### src/rtl/fifo_demux_wr.sv
// Write-side router that steers each 10-bit word to one of four FIFOs by its destination field.
// Optional per-FIFO push counters are enabled by defining FIFO_DEMUX_STATS_EN.
module fifo_demux_wr #(
  parameter int WIDTH    = 10,
  parameter int DEST_LSB = 8
) (
  input  logic             clk,
  input  logic             reset,
  input  logic [WIDTH-1:0] dato_in,
  input  logic             valid_in,
  output logic             ready_out,
  input  logic [3:0]       almost_full,
  output logic [WIDTH-1:0] fifo0_in,
  output logic [WIDTH-1:0] fifo1_in,
  output logic [WIDTH-1:0] fifo2_in,
  output logic [WIDTH-1:0] fifo3_in,
  output logic             push0,
  output logic             push1,
  output logic             push2,
  output logic             push3,
  output logic [31:0]      cnt_out
);

  typedef enum logic [0:0] {
    PASS = 1'b0,
    HOLD = 1'b1
  } state_t;

  state_t           state_q;
  logic             ready_q;
  logic [3:0]       push_q;
  logic [WIDTH-1:0] data_q;
  logic [WIDTH-1:0] hold_q;
  logic [1:0]       hold_dest_q;
  logic [1:0]       dest_s;
  logic             xfer_s;

  assign dest_s = dato_in[DEST_LSB +: 2];
  assign xfer_s = valid_in & ready_q;

  // Routing FSM: every output it drives is a flop
  always_ff @(posedge clk) begin
    if (!reset) begin
      state_q     <= PASS;
      ready_q     <= 1'b0;
      push_q      <= 4'b0000;
      data_q      <= {WIDTH{1'b0}};
      hold_q      <= {WIDTH{1'b0}};
      hold_dest_q <= 2'b00;
    end else begin
      case (state_q)
        PASS: begin
          if (xfer_s && !almost_full[dest_s]) begin
            push_q  <= 4'b0001 << dest_s;
            data_q  <= dato_in;
            ready_q <= 1'b1;
          end else if (xfer_s) begin
            // Destination is almost full: park the word until it drains
            push_q      <= 4'b0000;
            hold_q      <= dato_in;
            hold_dest_q <= dest_s;
            ready_q     <= 1'b0;
            state_q     <= HOLD;
          end else begin
            push_q  <= 4'b0000;
            ready_q <= 1'b1;
          end
        end
        HOLD: begin
          if (!almost_full[hold_dest_q]) begin
            push_q  <= 4'b0001 << hold_dest_q;
            data_q  <= hold_q;
            ready_q <= 1'b1;
            state_q <= PASS;
          end else begin
            push_q  <= 4'b0000;
            ready_q <= 1'b0;
          end
        end
        default: begin
          push_q  <= 4'b0000;
          ready_q <= 1'b0;
          state_q <= PASS;
        end
      endcase
    end
  end

  assign ready_out = ready_q;
  assign fifo0_in  = data_q;
  assign fifo1_in  = data_q;
  assign fifo2_in  = data_q;
  assign fifo3_in  = data_q;
  assign push0     = push_q[0];
  assign push1     = push_q[1];
  assign push2     = push_q[2];
  assign push3     = push_q[3];

`ifdef FIFO_DEMUX_STATS_EN
  logic [3:0][7:0] cnt_q;
  logic [3:0][7:0] cnt_d;

  // Next count: each counter wraps naturally at 8 bits
  always_comb begin
    cnt_d = cnt_q;
    for (int i = 0; i < 4; i++) begin
      if (push_q[i]) begin
        cnt_d[i] = cnt_q[i] + 8'd1;
      end else begin
        cnt_d[i] = cnt_q[i];
      end
    end
  end

  // Counter registers
  always_ff @(posedge clk) begin
    if (!reset) begin
      cnt_q <= '0;
    end else begin
      cnt_q <= cnt_d;
    end
  end

  assign cnt_out = cnt_q;
`else
  assign cnt_out = 32'h0000_0000;
`endif

endmodule

### config.mk
export PLATFORM = sky130hd
export DESIGN_NAME = fifo_demux_wr
export DESIGN_NICKNAME = d
export VERILOG_FILES = /design/src/rtl/fifo_demux_wr.sv
export SDC_FILE = /design/constraint.sdc
export NUM_CORES = 1
export LEC_CHECK = 0
export BUFFER_PORTS_ARGS = -buffer_cell sky130_fd_sc_hd__buf_2
export CORE_MARGIN = 8
export CORE_UTILIZATION = 39
export DETAILED_ROUTE_END_ITERATION = 7
export GPL_ROUTABILITY_DRIVEN = 0
export GPL_TIMING_DRIVEN = 1
export PLACE_DENSITY_LB_ADDON = 0.1
export SETUP_SLACK_MARGIN = 0.3
export SLEW_MARGIN = 10
export SYNTH_ARGS = -nofsm -noshare
export SYNTH_HDL_FRONTEND = slang
export SYNTH_SLANG_ARGS = --single-unit
### constraint.sdc
create_clock -name clk -period 1.8 [get_ports clk]
set_clock_uncertainty 0.15 [all_clocks]
set_input_delay 0.36 -clock clk [delete_from_list [all_inputs] [get_ports clk]]
set_output_delay 0.36 -clock clk [all_outputs]
set_load 0.02 [all_outputs]
==> results of run 1 <==
[routing by layer]
metal  vias up  global-route usage (%)  routed length (um)
met2        61                    18.5                1690
met3         2                    1.88                 404
met5         -                       0                   0
met1       549                    13.2                1650
met4         0                    4.82                  40
li1        612                       -                   -
[flip-flops by register name, indices dropped and copies added, names as in the netlist]
register,flops
push_q,4
fifo0_in,10
ready_out,1
state_q,1
hold_q,10
[where the power goes]
| group | internal [uW] | switching, uW | total (uW) |
|---|---|---|---|
| Combinational | 152 | 306 | 458 |
| Sequential | 612 | 35.1 | 647 |
| Clock | 297 | 182 | 479 |
| Total | 1060 | 523 | 1580 |
[how the worst max path moves through the flow]
stage                from          end  slack, ps  depth (start not counted)
2_1_floorplan  dato_in[8]  fifo0_in[8]        250                          5
3_3_place_gp   dato_in[8]  fifo0_in[8]         80                          6
3_5_place_dp   dato_in[8]  fifo0_in[9]         30                          6
4_1_cts         hold_q[9]  fifo0_in[9]        280                          5
5_1_grt         hold_q[9]  fifo0_in[9]        260                          5
6_report        hold_q[9]  fifo0_in[8]        300                          5
[worst register-to-register path, stage by stage, from the launching register on]
cell	delay [ps]
sky130_fd_sc_hd__dfxtp_2	370
sky130_fd_sc_hd__mux2_4	320
sky130_fd_sc_hd__o22ai_4	180
sky130_fd_sc_hd__or2_1	150
sky130_fd_sc_hd__buf_4	140
sky130_fd_sc_hd__a31oi_4	80
[cells in the mapped netlist, drive strengths merged]
cell / n / share of area (%)
o22a: 1 / 0.53
a31oi: 2 / 1.7
inv: 2 / 0.46
or2: 1 / 0.38
buf: 69 / 31
nor2b: 1 / 0.38
nand2: 13 / 3.0
mux4: 1 / 1.4
a21oi: 10 / 3.3
nand3: 10 / 3.0
conb: 1 / 0.23
nor2: 4 / 1.1
or2b: 1 / 0.46
mux2i: 9 / 5.5
mux2: 2 / 1.4
dfxtp: 26 / 32
and3b: 2 / 1.1
o21ai: 10 / 3.0
o31ai: 10 / 4.9
nand2b: 1 / 0.38
nor3b: 3 / 1.4
and2: 1 / 0.38
nand3b: 1 / 0.46
clkbuf: 4 / 0.99
a2bb2oi: 1 / 0.53
o22ai: 2 / 1.1
[per-stage QoR]
stage          total power (uW)  setup WS (ps)  util (%)
6_report                   1580            303      44.8
5_1_grt                    1670            257      44.8
4_1_cts                    1590            281      44.5
3_5_place_dp               1110           28.3      42.0
3_3_place_gp               1100           84.3      42.0
2_1_floorplan              1090            245         -
[cell families after synthesis]
group           synth area share [%]
mux                             8.23
other cells                    0.228
compound gates                  15.1
flops                           31.7
simple gates                    12.0
buf+inv                         32.8
[final cells by class]
class | count | area [um^2]
Clock buffer | 3 | 41.3
Tap cell | 50 | 62.6
Timing Repair Buffer | 74 | 417
Multi-Input combinational cell | 118 | 723
Sequential cell | 26 | 523
Fill cell | 420 | 2220
Inverter | 2 | 7.51
Clock inverter | 1 | 30.0
[timing repair]
item,4_1_cts,5_1_grt
cloned,1,0
resized for setup,5,4
pin swaps,2,3
endpoints found under the setup margin,12,11
buffers inserted,1,0
==> impl_metrics.py, run 1 <==
metrics = {
    "placed_design": {
        "dpl_cell_area_mm2": 0.00169,
        "port_buffers": 61,
        "dpl.cell_count": 268,
        "hpwl_after_detailed_placement_um": 3050,
    },
    "clock_network": {
        "clk-insertion-delay-late_ps": 260,
        "total_cts_buffers": 3,
        "cts_buffer_depth": 2,
        "h-tree-depth": 1,
        "numClockSinks": 26,
        "post_cts_hold_buffer_count": 0,
        "path_clk_slew_ps": 90,
        "ctsRootBufferMaster": "sky130_fd_sc_hd__clkbuf_8",
        "tritoncts_clock_tree": "built",
    },
    "floorplanning": {
        "io_pins": 94,
        "die_y_um": 80.9,
        "dieArea_mm2": 0.00654,
        "design.core.area_mm2": 0.00403,
        "floorplan.initialDensity_pct": 40.8,
        "core.rowCount": 23,
        "die_w_um": 80.9,
    },
    "finish": {
        "antenna-diode-count": 0,
        "mostFrequentLayoutCell": "sky130_fd_sc_hd__buf_2",
        "mostFrequentLayoutCells": "sky130_fd_sc_hd__buf_2, sky130_fd_sc_hd__conb_1, sky130_fd_sc_hd__dfxtp_1",
        "instances_no_fill": 274,
        "layout_cells_sized_above_1_pct": 41.1,
        "syn_to_layout_area_delta_pct": 9.82,
        "postLayoutCellArea_mm2": 0.00180,
        "nets": 242,
    },
    "global_route": {
        "via_count_of_the_first_global_routing_pass": 1254,
        "grt.overflow.total": 0,
        "grt_antenna_before_repair": 0,
        "grt_overall_usage_pct": 10.9,
        "global_route_wire_length_before_repair_um": 5800,
        "grt_max_degree": 21,
    },
    "power_and_ir_drop": {
        "power-per-cell-area_mw_per_mm2": 878,
        "p_leak_uw": 0.000921,
        "worst_ir_drop_vdd_mv": 0.315,
    },
    "worst_setup_path": {
        "timing.critical_path.max_delay_family": "flip-flops",
        "worstRegToRegCells": 5,
        "worst_r2r_startpoint": "hold_q[9]",
        "crit_type": "reg2reg",
        "cp_data_required_time_ps": 1800,
        "cp_cell_sequence": "mux2_4, o22ai_4, or2_1, buf_4, a31oi_4",
        "timing.critical_path.slowest_stage_cell": "sky130_fd_sc_hd__dfxtp_2",
        "cp.buffers_inverters": 1,
        "rrSetupSlack_ps": 300,
        "regToRegEndpoint": "fifo0_in[8]",
        "crit_path_end_kind": "register",
        "cp-start-kind": "register",
        "worst_path_largest_cell_delay_ps": 370,
        "timing.critical_path.fanout_max": 4,
        "arrival_ps": 1500,
    },
    "run_status": {
        "run_status": "complete, no violations",
    },
    "min_path": {
        "hold_path_end": "push_q[2]",
        "whs_path_depth": 2,
        "timing.hold.worst.class": "in2reg",
        "hold_startpoint": "almost_full[2]",
    },
    "routing": {
        "firstDrtPassIters": 4,
        "drc_errors": 0,
        "vias": 1224,
        "routedWlPerCell_um": 13.8,
        "route.detailed.vias_per_inst": 4.47,
        "drt-total-wl_um": 3780,
        "drt_iter0_markers": 73,
        "route.antenna.remaining_nets": 0,
    },
    "sta": {
        "final_hold_viol_count": 0,
        "maxClockFrequency_ghz": 0.668,
        "setup_total_negative_slack_ps": 0,
        "fin_worst_hold_slack_ps": 121,
        "period_share_pct": 83.2,
        "slew_viol_final": 0,
        "final_setup_violating_endpoints": 0,
        "grt_setup_unrepaired": "yes",
        "timing.final.crit_period_ps": 1500,
    },
    "yosys": {
        "synth.distinct_cells": 34,
        "yosys_warnings": 0,
        "synth_cells": 188,
        "yosys_register_bits": 26,
        "syn-mean-instance-area_um2": 8.74,
        "synth.cell_area_mm2": 0.00164,
        "synth_sequential_area_ratio_pct": 31.7,
    },
    "run": {
        "max_cap_violations": 0,
    },
}
Power figures use the tool's default switching activity.
==> run 2, diff against run 1 <==
==> constraint.sdc (replaced) <==
create_clock -name clk -period 1.5 [get_ports clk]
set_clock_uncertainty 0.15 [all_clocks]
set_input_delay 0.3 -clock clk [delete_from_list [all_inputs] [get_ports clk]]
set_output_delay 0.3 -clock clk [all_outputs]
set_load 0.02 [all_outputs]
==> run 2 against run 1 <==
Against the previous run: maximum frequency up 0.35%; hold slack worse by 2.4 ps; global-route usage grew 2.0 points; sequential share of layout area down 4.9 points; final cell count is 4.7% higher; first-iteration DRC count is 48% lower; utilization up 13 points; sequential power up 23%; die area unchanged; via count increased by 10%; critical path type unchanged.
==> impl_metrics.py, run 2 (synthesized netlist as in run 1, its figures left out) <==
metrics = {
    "run_status": {
        "run_status": "complete, no violations",
    },
    "power_and_ir_drop": {
        "comb_power_share_pct": 35.4,
        "switchingPower_uw": 695,
        "p_sw_share_pct": 32.5,
        "worst_ir_drop_vdd_mv": 0.353,
        "report.power.total_uw": 2140,
        "p_leak_uw": 0.00108,
        "clock_power_share_pct": 27.3,
        "internal-power_uw": 1440,
        "power-per-cell-area_mw_per_mm2": 917,
        "power.sequential.fraction_pct": 37.3,
    },
    "floorplanning": {
        "design.core.area_mm2": 0.00403,
        "die_w_um": 80.9,
        "floorplan.initialDensity_pct": 40.8,
        "io_pins": 94,
        "core.rowCount": 23,
        "die_y_um": 80.9,
        "dieArea_mm2": 0.00654,
    },
    "finish": {
        "layout_cells_sized_above_1_pct": 56.1,
        "mostFrequentLayoutCell": "sky130_fd_sc_hd__buf_6",
        "syn_to_layout_area_delta_pct": 41.9,
        "postLayoutCellArea_mm2": 0.00233,
        "mostFrequentLayoutCells": "sky130_fd_sc_hd__buf_6, sky130_fd_sc_hd__conb_1, sky130_fd_sc_hd__buf_4",
        "antenna-diode-count": 0,
        "nets": 255,
    },
    "worst_setup_path": {
        "cp-start-kind": "register",
        "regToRegEndpoint": "fifo0_in[8]",
        "crit_type": "reg2reg",
        "worstRegToRegCells": 5,
        "cp_data_required_time_ps": 1550,
        "rrSetupSlack_ps": 8,
        "cp-endpoint": "fifo0_in[8]",
        "crit_path_end_kind": "register",
        "timing.critical_path.fanout_max": 10,
        "arrival_ps": 1540,
        "timing.critical_path.from": "hold_q[9]",
        "worst_r2r_startpoint": "hold_q[9]",
    },
    "global_route": {
        "grt_antenna_before_repair": 0,
        "grt.overflow.total": 0,
        "grt_overall_usage_pct": 12.9,
        "global_route_wire_length_before_repair_um": 6810,
        "via_count_of_the_first_global_routing_pass": 1437,
        "grt_max_degree": 37,
    },
    "routing": {
        "route.detailed.vias_per_inst": 4.70,
        "route.antenna.remaining_nets": 0,
        "vias": 1349,
        "routedWlPerCell_um": 15.2,
        "drt-total-wl_um": 4370,
        "drc_errors": 0,
        "firstDrtPassIters": 4,
        "drt_iter0_markers": 38,
    },
    "sta": {
        "final_hold_viol_count": 0,
        "slew_viol_final": 0,
        "post_layout_worst_setup_margin_ps": 7.90,
        "timing.final.crit_period_ps": 1490,
        "final_setup_violating_endpoints": 0,
        "maxClockFrequency_ghz": 0.670,
        "period_share_pct": 99.5,
        "grt_setup_unrepaired": "yes",
    },
    "placed_design": {
        "port_buffers": 61,
        "dpl_cell_area_mm2": 0.00175,
        "hpwl_after_detailed_placement_um": 3130,
        "detailedPlace.worstSlack_ps": -195,
    },
    "clock_network": {
        "tritoncts_clock_tree": "built",
        "h-tree-depth": 1,
        "ctsRootBufferMaster": "sky130_fd_sc_hd__clkbuf_8",
        "post_cts_hold_buffer_count": 0,
        "clk-insertion-delay-late_ps": 270,
        "path_clk_slew_ps": 90,
        "numClockSinks": 26,
        "total_cts_buffers": 3,
        "cts_buffer_depth": 2,
    },
    "min_path": {
        "timing.hold.worst.class": "in2reg",
    },
    "run": {
        "max_cap_violations": 0,
    },
}
-- run 2: cell count changes in the layout (fill, tap and decap cells not counted), moves of 8 or more --
cell,before,now
sky130_fd_sc_hd__buf_2,62,16
sky130_fd_sc_hd__buf_4,10,26
sky130_fd_sc_hd__buf_6,1,40
sky130_fd_sc_hd__dfxtp_1,24,10
sky130_fd_sc_hd__dfxtp_4,0,8
sky130_fd_sc_hd__o21ai_0,10,0
sky130_fd_sc_hd__o21ai_1,0,10
-- run 2: worst min path at each step --
stage / start / endpoint / slack [ps] / cells past startpoint
after CTS: almost_full[3] / push_q[3] / 120 / 3
after floorplan: almost_full[3] / push_q[3] / 230 / 1
after global placement: hold_q[5] / hold_q[5] / 300 / 2
final: dato_in[0] / hold_q[0] / 120 / 3
after global routing: dato_in[2] / hold_q[2] / 120 / 3
after detailed placement: hold_q[2] / hold_q[2] / 310 / 2
-- run 2: critical path, stage by stage, from the launching register on --
cell,delay [ps]
sky130_fd_sc_hd__dfxtp_4,370
sky130_fd_sc_hd__mux2_4,310
sky130_fd_sc_hd__o22ai_4,190
sky130_fd_sc_hd__buf_6,170
sky130_fd_sc_hd__o31ai_2,90
sky130_fd_sc_hd__a31oi_4,140
-- run 2: repair_timing --
item | in CTS | in global routing
pin swaps | 6 | 1
setup endpoints to repair | 67 | 71
cloned | 2 | 0
setup buffers | 8 | 0
resized for setup | 100 | 38
-- run 2: power by group through the flow --
stage | sequential [uW] | combinational (uW) | clock, uW
3_5_place_dp | 792 | 554 | 0
6_report | 797 | 757 | 582
5_1_grt | 808 | 800 | 631
4_1_cts | 792 | 722 | 593
3_3_place_gp | 790 | 552 | 0
2_1_floorplan | 823 | 495 | 0
-- run 2: area by class of cell --
class                   count  area (um^2)
clock buffers               3         41.3
well taps                  50         62.6
flip-flops and latches     26          561
repair buffers             87          841
multi-input cells         118          788
fillers                   356         1700
inverters                   2         7.51
clock inverters             1         30.0
-- run 2: routing by layer --
layer / global-route usage [%] / wire (um) / up-vias
li1: - / - / 643
met1: 14.1 / 1660 / 627
met2: 24.3 / 2260 / 71
met3: 2.65 / 390 / 8
met4: 3.39 / 56 / 0
met5: 0 / 0 / -
-- run 2: per-stage QoR --
stage,hold slack (ps),instances,utilization (%),setup TNS [ps]
2_1_floorplan,226,219,-,-9.54
5_1_grt,119,287,57.9,-382
3_5_place_dp,314,273,43.5,-3160
6_report,119,287,57.9,0
4_1_cts,121,287,55.8,0
3_3_place_gp,303,273,43.5,-2380
